[config.mk]
export PLATFORM = sky130hd
export DESIGN_NAME = fifo_rd_packer
export DESIGN_NICKNAME = d
export VERILOG_FILES = /design/src/rtl/fifo_pkg.sv /design/src/rtl/pack_acc.sv /design/src/rtl/fifo_rd_packer.sv
export SDC_FILE = /design/constraint.sdc
export NUM_CORES = 1
export LEC_CHECK = 0
export ABC_AREA = 1
export CELL_PAD_IN_SITES_DETAIL_PLACEMENT = 1
export CELL_PAD_IN_SITES_GLOBAL_PLACEMENT = 1
export CORE_AREA = 2 2 96 98
export CTS_CLUSTER_SIZE = 8
export DETAILED_ROUTE_END_ITERATION = 10
export DIE_AREA = 0 0 98 100
export PLACE_DENSITY = 0.73
export RECOVER_POWER = 50
export SETUP_SLACK_MARGIN = 0.2
export SLEW_MARGIN = 20
export SYNTH_ARGS = -nofsm -noshare
export SYNTH_HDL_FRONTEND = slang
export SYNTH_HIERARCHICAL = 1
export SYNTH_SLANG_ARGS = --single-unit
export TNS_END_PERCENT = 5
[constraint.sdc]
create_clock -name clk -period 3.8 [get_ports clk]
set_clock_uncertainty 0.05 [all_clocks]
set_input_delay 0.57 -clock clk [delete_from_list [all_inputs] [get_ports clk]]
set_output_delay 0.57 -clock clk [all_outputs]
set_load 0.005 [all_outputs]
[src/rtl/fifo_pkg.sv]
// Shared definitions for the FIFO read-side packer: FSM encoding and lane-mask constants.
package fifo_pkg;

  typedef enum logic {
    RUN   = 1'b0,
    FLUSH = 1'b1
  } state_e;

  localparam int unsigned MAX_LANES = 16;
  localparam logic [MAX_LANES-1:0] KEEP_ALL = '1;

endpackage

[src/rtl/pack_acc.sv]
// Lane accumulator: writes one word per cycle into the next free lane and reads all lanes out in parallel.
module pack_acc #(
  parameter int unsigned DATA_WIDTH = 8,
  parameter int unsigned PACK_RATIO = 4,
  parameter int unsigned CNT_W      = $clog2(PACK_RATIO + 1)
) (
  input  logic                             clk,
  input  logic                             rst_n,
  input  logic                             wr_en_i,
  input  logic [DATA_WIDTH-1:0]            wr_data_i,
  input  logic                             clr_i,
  output logic [CNT_W-1:0]                 cnt_o,
  output logic [PACK_RATIO*DATA_WIDTH-1:0] data_o
);

  logic [PACK_RATIO-1:0][DATA_WIDTH-1:0] lane_q, lane_d;
  logic [CNT_W-1:0]                      cnt_q, cnt_d;
  logic [CNT_W-1:0]                      wr_idx;

  // A clear and a write in the same cycle restart the word at lane 0.
  always_comb begin
    lane_d = lane_q;
    cnt_d  = cnt_q;
    wr_idx = clr_i ? '0 : cnt_q;
    if (clr_i) begin
      lane_d = '0;
      cnt_d  = '0;
    end
    if (wr_en_i) begin
      for (int k = 0; k < int'(PACK_RATIO); k++) begin
        if (wr_idx == CNT_W'(k)) lane_d[k] = wr_data_i;
      end
      cnt_d = wr_idx + CNT_W'(1);
    end
  end

  always_ff @(posedge clk or negedge rst_n) begin
    if (!rst_n) begin
      lane_q <= '0;
      cnt_q  <= '0;
    end else begin
      lane_q <= lane_d;
      cnt_q  <= cnt_d;
    end
  end

  assign cnt_o  = cnt_q;
  assign data_o = lane_q;

endmodule

[src/rtl/fifo_rd_packer.sv]
// Drains a registered-read FIFO, packs PACK_RATIO words per output beat, and emits partial beats on flush.
module fifo_rd_packer
  import fifo_pkg::*;
#(
  parameter int unsigned DATA_WIDTH = 8,
  parameter int unsigned PACK_RATIO = 4
) (
  input  logic                             clk,
  input  logic                             rst_n,
  input  logic                             fifo_empty,
  input  logic [DATA_WIDTH-1:0]            fifo_data,
  output logic                             fifo_rd_en,
  input  logic                             flush,
  output logic                             flush_busy,
  output logic                             m_valid,
  input  logic                             m_ready,
  output logic [DATA_WIDTH*PACK_RATIO-1:0] m_data,
  output logic [PACK_RATIO-1:0]            m_keep
);

  localparam int unsigned CNT_W = $clog2(PACK_RATIO + 1);
  localparam logic [CNT_W:0] FULL = (CNT_W + 1)'(PACK_RATIO);

  state_e                            state_q;
  logic                              alive_q;
  logic                              rd_pend_q;
  logic                              m_valid_q;
  logic [DATA_WIDTH*PACK_RATIO-1:0]  m_data_q;
  logic [PACK_RATIO-1:0]             m_keep_q, m_keep_d;

  logic [CNT_W-1:0]                  cnt;
  logic [DATA_WIDTH*PACK_RATIO-1:0]  acc_data;
  logic [CNT_W:0]                    inflight;
  logic                              acc_full, acc_ready, xfer, rd_en;

  assign inflight  = {1'b0, cnt} + {{CNT_W{1'b0}}, rd_pend_q};
  assign acc_full  = ({1'b0, cnt} == FULL);
  assign acc_ready = acc_full | ((state_q == FLUSH) & ~rd_pend_q & (cnt != '0));
  assign xfer      = acc_ready & (~m_valid_q | m_ready);

  // alive_q keeps the pop request low while reset is held, even with data waiting.
  assign rd_en = alive_q & ~fifo_empty & (state_q == RUN) &
                 ((inflight < FULL) | (acc_full & ~m_valid_q));

  assign m_keep_d = ~(KEEP_ALL[PACK_RATIO-1:0] << cnt);

  pack_acc #(
    .DATA_WIDTH (DATA_WIDTH),
    .PACK_RATIO (PACK_RATIO),
    .CNT_W      (CNT_W)
  ) u_acc (
    .clk       (clk),
    .rst_n     (rst_n),
    .wr_en_i   (rd_pend_q),
    .wr_data_i (fifo_data),
    .clr_i     (xfer),
    .cnt_o     (cnt),
    .data_o    (acc_data)
  );

  always_ff @(posedge clk or negedge rst_n) begin
    if (!rst_n) begin
      state_q   <= RUN;
      alive_q   <= 1'b0;
      rd_pend_q <= 1'b0;
      m_valid_q <= 1'b0;
      m_data_q  <= '0;
      m_keep_q  <= '0;
    end else begin
      alive_q   <= 1'b1;
      rd_pend_q <= rd_en;
      case (state_q)
        RUN:   if (flush) state_q <= FLUSH;
        FLUSH: if (!rd_pend_q && ((cnt == '0) || xfer)) state_q <= RUN;
        default: state_q <= RUN;
      endcase
      if (xfer) begin
        m_valid_q <= 1'b1;
        m_data_q  <= acc_data;
        m_keep_q  <= m_keep_d;
      end else if (m_ready) begin
        m_valid_q <= 1'b0;
      end
    end
  end

  assign fifo_rd_en = rd_en;
  assign flush_busy = (state_q == FLUSH);
  assign m_valid    = m_valid_q;
  assign m_data     = m_data_q;
  assign m_keep     = m_keep_q;

endmodule

======== Word-level counts from Yosys, hierarchy flattened ========
Cells that the tools add are included.
storage, ports and cells
  register bits after elaboration ......... 75
  input port bits ......................... 13
  output and inout bits ................... 39
  word-level logic and storage cells ...... 54
cells by class
  $add $sub $neg .......................... 2
  $lt $le $gt $ge ......................... 1
  equal/unequal tests ..................... 4
  shifts and indexed selects .............. 1
  multiplexer cells ....................... 13
  bitwise operators ....................... 15
  reduce and logical (&&, ||, !) cells .... 7
operator list
  cell                 count
  $mux 32              2
  $mux 8               4
  $and 1x1->1          7
  $eq 3x2->1 const B   2
  $logic_not 3->1      2
  $mux 3               2
  $add 3x1->4          1
  $lt 4x3->1 const B   1
  $mux 1               4
  $not 1->1            4
  $not 4->4            1
  $shl 4x3->4 const A  1
  $add 3x1->3 const B  1
  $eq 3x1->1 const B   1
  $eq 3x3->1 const B   1
  $or 1x1->1           3
  $reduce_bool 3->1    1
  $pmux 1 s2           1
  $reduce_bool 2->1    1
  $logic_and 1x1->1    1
  $logic_not 1->1      1
  $logic_or 1x1->1     1

======== Longest topological paths before layout ========
  depth in word-level cells ............... 9
  depth in mapped cells ................... 16
  mapped depth without buffers ............ 11

======== Hierarchy ========
Netlist, hierarchy kept.
modules (own cells, without submodules)
  module          times used  cells an instance  area each (µm²)  seq. area each (µm²)
  pack_acc        1           209                1711.6           875.8
  fifo_rd_packer  1           189                1707.9           1001.0

======== Least setup slack after synthesis ========
Ideal clock, no wire load.
  kind .................................... register to register
  start ................................... reg u_acc.cnt_q[1], in the netlist u_acc/cnt_o[1]
  end ..................................... reg u_acc.lane_q, in the netlist u_acc/data_o[24]
  library setup time ...................... 0.118 ns
  arrival ................................. 2.381 ns
  data required time ...................... 3.632 ns
  setup slack ............................. 1.251 ns
  stages on the path, launching flop included .. 15
  path buffers ............................ 5
  clock period less this slack ............ 2.549 ns
  cells stage by stage .................... dfrtp_1 nor2_2 nand2_4 nand3_2 buf_6 buf_6 inv_1 buf_6 clkbuf_1 nor3_1 ha_1 clkbuf_1 nand2_1 nand3_1 nand2_1
RTL lines
  item                      line            text
  start: declaration        pack_acc.sv:17  logic [CNT_W-1:0] cnt_q, cnt_d;
  start signal: assignment  pack_acc.sv:43  cnt_q <= cnt_d;
  end signal: assignment    pack_acc.sv:42  lane_q <= lane_d;
  end: declaration          pack_acc.sv:16  logic [PACK_RATIO-1:0][DATA_WIDTH-1:0] lane_q, lane_d;

==> impl_metrics.ini <==
[status]
status = complete, but fails checks
violations = capacitance limit, slew limit

[detailed_routing]
vias_per_cell = 4.98
drcViolationCount = 0
detail-route-antenna-nets = 0
first_iter_violations = 109
num_vias = 2792
drtPass1Iterations = 4
wl_mm = 8.63
wl_per_cell_um = 15.4

[sta]
slew_viol_final = 72
rsz0062_at_grt = no
holdWs_ns = 0.417
fin_crit_ns = 2.99
max_freq_ghz = 0.335
finalHoldViolCount = 0
finalCritPeriodShare_pct = 78.7
worstMarginPinSlew_ns = 1.87
setup_viol = 0
slew_headroom_pct = -24.8
fin_tns_setup_ns = 0

[power]
leakagePower_nw = 2.22
power_switching_w = 0.00109
switching_share_pct = 38.7
power_frac_comb_pct = 35.8
pwr-share-seq_pct = 39.2
p_clk_share_pct = 25.1
ir_worst_vdd_uv = 550
internal_power_w = 0.00172
power_density_nw_per_um2 = 670

[worst_setup_path]
ff2ff_setup_slack_ns = 0.81
path_delay_family = simple AND/OR/NAND/NOR gates
worstPathCellList = inv_1 -> nand2_4 -> nand3_2 -> inv_1 -> inv_4 -> nand2_1 -> ha_1 -> nand2_1 -> nand3_1 -> nand2_1
slowest_stage = dfrtp_1
cpPeakStageDelay_ns = 0.59
crit_required_ns = 3.99
r2r_start = u_acc/cnt_o[2]
endpoint_kind = flip-flop
r2r_cells = 10
startpoint_type = flip-flop
arrival_ns = 3.18
r2r-end = u_acc/data_o[31]
worstSetupPathType = flip-flop to flip-flop
crit_top_cell = nand2_1
worst-path-buf-inv = 3
path_max_fanout = 37

[die]
rows = 35
die_h_um = 100
initial_utilization_pct = 38.5
ios = 52
core_um2 = 8890
die_w_um = 98
die_area_um2 = 9800

[synth]
avgSynthCellArea_um2 = 8.59
yosys.area_share.simple_pct = 35.2
synth_area_um2 = 3420
yosys_warnings = 6
synthMuxAreaShare_pct = 0
syn_inst = 398
synth-compound-area-share_pct = 1.46
ys_types = 27
synth_xor_area_share_pct = 0.256
synth_top_family_by_area = simple AND/OR/NAND/NOR gates
synthAdderAreaFrac_pct = 0.366
yosysTopAreaCell = dfrtp_1
synth_area_leaders = dfrtp_1 55%, nand2_1 15%, nand4_1 6.4%
ys_seq_area_share_pct = 54.9
synth_top_area_share_pct = 54.9
synth-seq-cells = 75
syn-num-nets = 412

[global_routing]
antenna_found_initial = 0
grt_pass1_vias = 2896
grt_pass1_wl_mm = 14.9
grt.overflow.total = 0
grt_use_total_pct = 19.3
grt_max_degree = 44

[clock_tree]
clk_pin_slew_ns = 0.08
clockBufferDepth = 2
post_cts_resized = 0
h-tree-depth = 3
post_cts_buffers = 0
cts_hold_buffers = 0
clock-sinks = 75
root_buffer = clkbuf_8
insertion_delay_ns = 0.35
cts_tree = done
cts_made_buffers = 9

[layout]
diodes = 0
area_growth_pct = 22.8
fin_cells = 561
num-nets-final = 459
drive_above_1_share_pct = 8.22

[run]
maxCapViolCount = 2

[placement]
placedCellCount = 545
hpwl_mm = 5.59
routabilityCongestion = 0.763
io_buffers = 51

[worst_hold_path]
hold_depth = 2
whs_endpoint = m_data[7]
hold_path.class = flip-flop to flip-flop
min_from = m_data[7]
-- layer usage --
layer | GRT usage [%] | up-vias | share of wire, %
met4 | 6.94 | 0 | 1.5
met2 | 31.9 | 55 | 50
met3 | 3.97 | 8 | 4.0
met1 | 25.3 | 1358 | 45
li1 | - | 1371 | -
met5 | 0 | - | 0
-- worst max-delay path by stage --
stage | from | end | slack (ns) | cells past startpoint
3_5_place_dp | u_acc/cnt_o[2] | u_acc/data_o[31] | 0.81 | 10
4_1_cts | u_acc/cnt_o[2] | u_acc/data_o[31] | 0.78 | 10
3_3_place_gp | m_ready | u_acc/data_o[28] | 0.96 | 11
2_1_floorplan | u_acc/cnt_o[1] | u_acc/data_o[24] | 1.25 | 14
6_report | u_acc/cnt_o[2] | u_acc/data_o[31] | 0.81 | 10
5_1_grt | u_acc/cnt_o[2] | u_acc/data_o[31] | 0.51 | 10
-- power by group through the flow --
stage | Sequential (W) | Combinational [W] | Clock, W
global route | 0.00113 | 0.00114 | 0.000756
finish | 0.00110 | 0.00101 | 0.000706
global placement | 0.00111 | 0.000997 | 0
floorplan | 0.00110 | 0.000695 | 0
CTS | 0.00111 | 0.00104 | 0.000731
detailed placement | 0.00112 | 0.00103 | 0
-- cell usage in the layout, fill, tap and decap left out, types with 3 or more instances in the layout --
cell	n
dfrtp_1	75
clkdlybuf4s50_1	33
o21ai_0	3
buf_4	3
inv_1	33
clkbuf_1	3
nor2_1	27
nand3_1	42
inv_2	3
dlygate4sd3_1	17
nand2_1	139
nand4_1	35
nand2_4	3
clkbuf_8	11
-- kinds of logic after synthesis --
kind of cell             count (synthesis)
AND/OR/NAND/NOR                        256
buffers and inverters                   57
flip-flops                              75
other                                    1
XOR/XNOR                                 1
adder cells (fa/ha/maj)                  1
AO/OA/AOI/OAI                            7
-- synth_stat cells --
cell / n
nand2_1: 139
nor3_1: 1
inv_1: 33
nor2_4: 1
clkbuf_1: 3
a21oi_4: 1
nand3_1: 42
inv_2: 3
nor2_8: 2
nand4_1: 35
conb_1: 1
nor2_2: 1
inv_4: 1
o21ai_0: 3
nand3_2: 1
a21oi_1: 2
buf_6: 4
nand2_2: 2
nor2_1: 27
nand3_4: 1
nand2_4: 3
buf_2: 13
o21ai_2: 1
xor2_1: 1
dfrtp_1: 75
nor3_4: 1
ha_1: 1
-- worst reg2reg max path: stages (launching register included) --
cell	delay, ns
dfrtp_1	0.59
inv_1	0.19
nand2_4	0.38
nand3_2	0.14
inv_1	0.44
inv_4	0.18
nand2_1	0.11
ha_1	0.33
nand2_1	0.26
nand3_1	0.16
nand2_1	0.06
-- through the flow --
step / utilization, % / setup WS (ns) / cell area, µm² / power [W]
final: 47.2 / 0.811 / 4200 / 0.00282
after global placement: 44.8 / 0.965 / 3980 / 0.00211
after detailed placement: 44.8 / 0.812 / 3980 / 0.00215
after global routing: 47.2 / 0.511 / 4200 / 0.00303
after floorplan: - / 1.25 / 3420 / 0.00180
after CTS: 47.3 / 0.777 / 4210 / 0.00288
-- state kept, by name, summed over array words and instances, names as in the netlist --
register	flops
m_valid	1
u_acc/cnt_o	3
m_data	32
u_acc/data_o	32
rd_pend_q	1
flush_busy	1
alive_q	1
m_keep	4
-- layout make-up --
cell class,count,area [µm²]
clock inverter,4,72.6
clock buffer,12,155
tap,111,139
multi-input combinational,266,1280
fill,1066,4690
sequential,75,1880
inverter,37,141
timing repair buffer,56,536
(Power assumes the default switching activity.)
